==> src/rtl/idp_operand_stage.sv <==
// idp_operand_stage
//   Operand-fetch / write-back stage that sits directly in front of alu16.
//   It holds a 2**AW x DW register file and issues registered R/S/Alu_Op.
//   On the edge after an operation issues, it writes the alu16 result back
//   into the register file and updates the status register.
//
// Ports
//   clk, reset            single clock; synchronous active-high reset
//   in_valid / in_ready   instruction handshake (in_ready = ~hold)
//   hold                  downstream stall; freezes the whole stage
//   R_Adr, S_Adr, S_Sel   operand sources (S_Sel=1 selects the DS immediate)
//   DS                    immediate data
//   Op_In                 ALU opcode
//   W_En, W_Adr           write-back enable and destination register
//   F_En                  status-flag update enable
//   R, S, Alu_Op          registered operands and opcode to alu16
//   op_valid              R/S/Alu_Op hold a live operation
//   Y, N, Z, C            combinational result and flags from alu16
//   Stat                  status register {N,Z,C}
//   dbg_adr, dbg_data     debug read port; raw array value, never bypassed
module idp_operand_stage #(
  parameter int DW = 16,
  parameter int AW = 3
) (
  input  logic          clk,
  input  logic          reset,
  input  logic          in_valid,
  output logic          in_ready,
  input  logic          hold,
  input  logic [AW-1:0] R_Adr,
  input  logic [AW-1:0] S_Adr,
  input  logic          S_Sel,
  input  logic [DW-1:0] DS,
  input  logic [3:0]    Op_In,
  input  logic          W_En,
  input  logic [AW-1:0] W_Adr,
  input  logic          F_En,
  output logic [DW-1:0] R,
  output logic [DW-1:0] S,
  output logic [3:0]    Alu_Op,
  output logic          op_valid,
  input  logic [DW-1:0] Y,
  input  logic          N,
  input  logic          Z,
  input  logic          C,
  output logic [2:0]    Stat,
  input  logic [AW-1:0] dbg_adr,
  output logic [DW-1:0] dbg_data
);
  localparam int NREG = 1 << AW;

  logic [NREG-1:0][DW-1:0] rf_q;
  logic [DW-1:0]           r_q, s_q;
  logic [3:0]              op_q;
  logic                    vld_q;
  logic                    wen_q, fen_q;
  logic [AW-1:0]           wadr_q;
  logic [2:0]              stat_q;

  logic                    wb_live;
  logic [DW-1:0]           r_d, s_d, s_rd;

  // The in-flight result is not in the array yet, so a reader of its
  // destination takes Y directly. R and S forward independently.
  assign wb_live = vld_q & wen_q;

  always_comb begin
    r_d  = (wb_live && (wadr_q == R_Adr)) ? Y : rf_q[R_Adr];
    s_rd = (wb_live && (wadr_q == S_Adr)) ? Y : rf_q[S_Adr];
    s_d  = S_Sel ? DS : s_rd;
  end

  always_ff @(posedge clk) begin
    if (reset) begin
      rf_q   <= '0;
      r_q    <= '0;
      s_q    <= '0;
      op_q   <= '0;
      vld_q  <= 1'b0;
      wen_q  <= 1'b0;
      fen_q  <= 1'b0;
      wadr_q <= '0;
      stat_q <= '0;
    end else if (!hold) begin
      // Retire the operation currently presented to alu16.
      if (vld_q) begin
        if (wen_q) rf_q[wadr_q] <= Y;
        if (fen_q) stat_q <= {N, Z, C};
      end
      vld_q <= in_valid;
      // Operands persist across idle cycles; only an accept reloads them.
      if (in_valid) begin
        r_q    <= r_d;
        s_q    <= s_d;
        op_q   <= Op_In;
        wen_q  <= W_En;
        wadr_q <= W_Adr;
        fen_q  <= F_En;
      end
    end
  end

  assign in_ready = ~hold;
  assign R        = r_q;
  assign S        = s_q;
  assign Alu_Op   = op_q;
  assign op_valid = vld_q;
  assign Stat     = stat_q;
  assign dbg_data = rf_q[dbg_adr];

endmodule

==> config.mk <==
export PLATFORM = sky130hd
export DESIGN_NAME = idp_operand_stage
export DESIGN_NICKNAME = d
export VERILOG_FILES = /design/src/rtl/idp_operand_stage.sv
export SDC_FILE = /design/constraint.sdc
export NUM_CORES = 1
export LEC_CHECK = 0
export ABC_CLOCK_PERIOD_IN_PS = 3100
export CAP_MARGIN = 10
export CORE_ASPECT_RATIO = 2
export CORE_UTILIZATION = 60
export CTS_BUF_LIST = sky130_fd_sc_hd__clkbuf_2
export DETAILED_ROUTE_END_ITERATION = 7
export HOLD_SLACK_MARGIN = 0.12
export MAX_ROUTING_LAYER = met4
export PLACE_DENSITY = 0.85
export SETUP_SLACK_MARGIN = 0.05
export SLEW_MARGIN = 5
export SYNTH_ARGS = -nofsm -noshare
export SYNTH_HDL_FRONTEND = slang
export SYNTH_SLANG_ARGS = --single-unit
==> constraint.sdc <==
create_clock -name clk -period 3.1 [get_ports clk]
set_input_delay 0.62 -clock clk [delete_from_list [all_inputs] [get_ports clk]]
set_output_delay 0.62 -clock clk [all_outputs]
set_load 0.01 [all_outputs]
==> flow_summary_export.csv <==
group,metric,value,unit
detailed_routing,dr.pass1.iters,8,
worst_setup_path,critPathMaxFanout,4,
pwr,seqPwrFrac,57.4,%
floorplanning,die_h,181,um
global_routing,grt_pass1_vias,8046,
cells_and_area,area_growth,17.6,%
worst_setup_path,start_kind,"register",
global_routing,antenna_found_initial,1,
detailed_routing,avgViaCountPerCell,6.66,
timing,rsz0062_at_grt,"no",
floorplanning,core,0.0158,mm2
synth,synthCells,899,
run_status,outcome,"finished, final reports clean",
detailed_routing,drt_iter0_markers,810,
timing,tightest_slew,979,ps
detailed_routing,drc_errors,0,
clock_tree,clkLatencyLatePin,770,ps
worst_setup_path,cp_data_arrival_time,2220,ps
cells_and_area,drive_gt1_share,28.2,%
detailed_routing,ant_nets,0,
flow_run,maxCapViolations,0,
synth,synth_ff_type,"dfxtp_1",
timing,finalSetupViolCount,0,
synth,yosys_register_bits,173,
worst_setup_path,critical_path_class,"register to output pin",
worst_setup_path,crit_required,2480,ps
detailed_routing,wl_per_cell,22.9,um
timing,finalHoldViolations,0,
placed_design,dpl.hpwl,18200,um
synth,syn_nets,957,
timing,worst_hold_slack,174,ps
pwr,switchingPower,1110,uW
cells_and_area,seq_area,0.00355,mm2
global_routing,grt_use_total,34.6,%
global_routing,grt_pass1_wl,42400,um
min_path,hp-class,"input port to register",
pwr,p_sw_share,28.3,%
placed_design,pre_cts_slack,178,ps
synth,synth_edf_count,0,
pwr,power_density,346,mW/mm2
floorplanning,dieArea,0.0166,mm2
floorplanning,start_util,61.3,%
clock_tree,cts_tree,"yes",
timing,slew_viol_final,0,
timing,worst_slack,261,ps
clock_tree,numCtsBuffers,17,
cells_and_area,layout.nets,1051,
timing,fin_crit_sh,91.6,%
floorplanning,row_count,65,
pwr,clockPowerShare,31.5,%
timing,fin_skew,34.5,ps
clock_tree,cts_htree_levels,4,
detailed_routing,vias,8034,
cells_and_area,multi_input_area,0.00563,mm2
pwr,ir_drop,0.252,mV
worst_setup_path,crit_path_end_kind,"output pin",
global_routing,grt_max_degree,141,
pwr,power_frac_comb,11.1,%
pwr,power.leakage,0.00455,uW
clock_tree,cts_root_buf,"clkbuf_2",
timing,period_minus_slack,2840,ps
timing,slew_headroom,34.5,%
detailed_routing,wirelength,27700,um
synth,netlist_area,0.00966,mm2
synth,synth_cell_types,35,
synth,seq_area_frac_synth,35.8,%
clock_tree,cts.path.max_buffers,2,
cells_and_area,nFillCells,1126,
cells_and_area,final_util,72.0,%
synth,ys.warnings.count,0,
floorplanning,chipWidth,91.7,um
floorplanning,num_io_pins,115,
global_routing,overflow,0,
clock_tree,cts-hold-fix-buffers,0,
timing,timing.fmax,352,MHz
clock_tree,numClockSinks,173,
pwr,p_int,2820,uW
synth,synth_async_sr_flop_share,0,%
placed_design,numPortBuffers,114,
synth,syn_area_per_cell,10.8,um2
timing,tns,0,ps
placed_design,gp_congestion,0.899,
clock_tree,path_clk_slew,280,ps
per-stage QoR:
step | power [uW] | area (um2) | cells
2_1_floorplan | 2570 | 9660 | 899
3_3_place_gp | 2730 | 10900 | 1158
5_1_grt | 4060 | 11400 | 1207
3_5_place_dp | 2740 | 10900 | 1158
6_report | 3930 | 11400 | 1207
4_1_cts | 3940 | 11200 | 1194
state kept, by name, summed over array words and instances (netlist names):
name,count
Alu_Op,4
wen_q,1
Stat,3
S,16
R,16
wadr_q,3
fen_q,1
op_valid,1
rf_q,128
per-layer routing:
metal | routed length (um) | vias up | track usage [%]
li1 | - | 3485 | -
met1 | 9140 | 3945 | 36.6
met2 | 14700 | 487 | 59.7
met3 | 2110 | 117 | 5.15
met4 | 1730 | 0 | 22.1
met5 | 0 | - | -
Yosys cell counts, types with 6 or more instances:
cell type	number	share of area, %
xnor2_1	6	0.54
buf_6	11	1.3
mux4_1	8	2.2
buf_4	7	0.54
buf_2	36	1.9
a211oi_1	16	1.2
dfxtp_1	173	36
o21ai_0	32	1.7
a21oi_1	74	3.8
mux2_2	32	3.7
mux4_2	88	21
mux2i_1	115	12
nor2_1	102	4.0
nand2_1	102	4.0
nand3b_1	18	1.4
clkbuf_1	40	1.6
a221o_1	16	1.7
repair_timing:
| action | in CTS | in global routing |
|---|---|---|
| endpoints found under the hold margin | 0 | 0 |
| resized for setup | 21 | 58 |
| pin swaps | 0 | 0 |
| endpoints found under the setup margin | 8 | 13 |
| buffers inserted | 5 | 12 |
worst max-delay path: stages, from the launching register on:
cell and delay, ps:
dfxtp_2 400, mux4_2 470, mux2_2 280, dlygate4sd2_1 290
power groups by stage:
stage | sequential [uW] | clock [uW] | combinational (uW)
CTS | 2260 | 1240 | 433
global placement | 2300 | 0 | 425
finish | 2260 | 1240 | 436
detailed placement | 2300 | 0 | 432
floorplan | 2300 | 0 | 268
global route | 2260 | 1330 | 461
cell usage in the layout, fill, tap and decap left out, types with 2 or more instances in the layout:
cell type | netlist | layout
dfxtp_2 | 0 | 55
buf_2 | 36 | 5
mux4_2 | 88 | 88
nor2_1 | 102 | 102
dlymetal6s2s_1 | 0 | 13
clkbuf_2 | 0 | 17
dfxtp_4 | 0 | 4
mux2_2 | 32 | 32
nor3b_4 | 0 | 2
mux2i_1 | 115 | 115
dfxtp_1 | 173 | 114
inv_6 | 0 | 5
xnor2_1 | 6 | 6
a221o_1 | 16 | 16
buf_4 | 7 | 55
mux4_1 | 8 | 8
clkdlybuf4s50_1 | 0 | 92
buf_12 | 2 | 7
dlygate4sd2_1 | 0 | 3
bufinv_16 | 0 | 2
nand3b_1 | 18 | 18
o21ai_0 | 32 | 32
and2_1 | 2 | 2
clkinvlp_4 | 0 | 5
a211oi_1 | 16 | 16
a21oi_1 | 74 | 74
nand2_1 | 102 | 102
path summary, 6_finish.rpt:
path	startpoint	endpoint	slack [ps]	cells past startpoint
setup / recovery	rf_q[125]$_SDFFE_PP0P_	dbg_data[13]	260	3
setup reg to reg	wadr_q[1]$_SDFFE_PP0P_	S[4]$_SDFFE_PP0P_	870	4
hold / removal	reset	rf_q[13]$_SDFFE_PP0P_	170	2
hold reg to reg	Alu_Op[1]$_SDFFE_PP0P_	Alu_Op[1]$_SDFFE_PP0P_	470	2
area by class of cell:
type	instances	share of cell area, %
diodes	1	0.0220
clock buffers	17	0.749
clock inverters	14	1.39
inverters	1	0.0330
multi-input cells	625	49.5
flip-flops and latches	173	31.2
well taps	201	2.21
repair buffers	175	14.9
cells by family (layout without fill, tap and decap cells):
kind of cell,after synthesis,count (layout),share of synthesized area (%)
and+or+nand+nor,237,237,10.7
muxes,243,243,38.3
buffers and inverters,101,207,6.08
other,0,1,0
xor gates and xnor gates,6,6,0.544
AOI/OAI and AO/OA,139,139,8.49
DFF,173,173,35.8
Note: power is estimated with default switching activity, not from simulation.
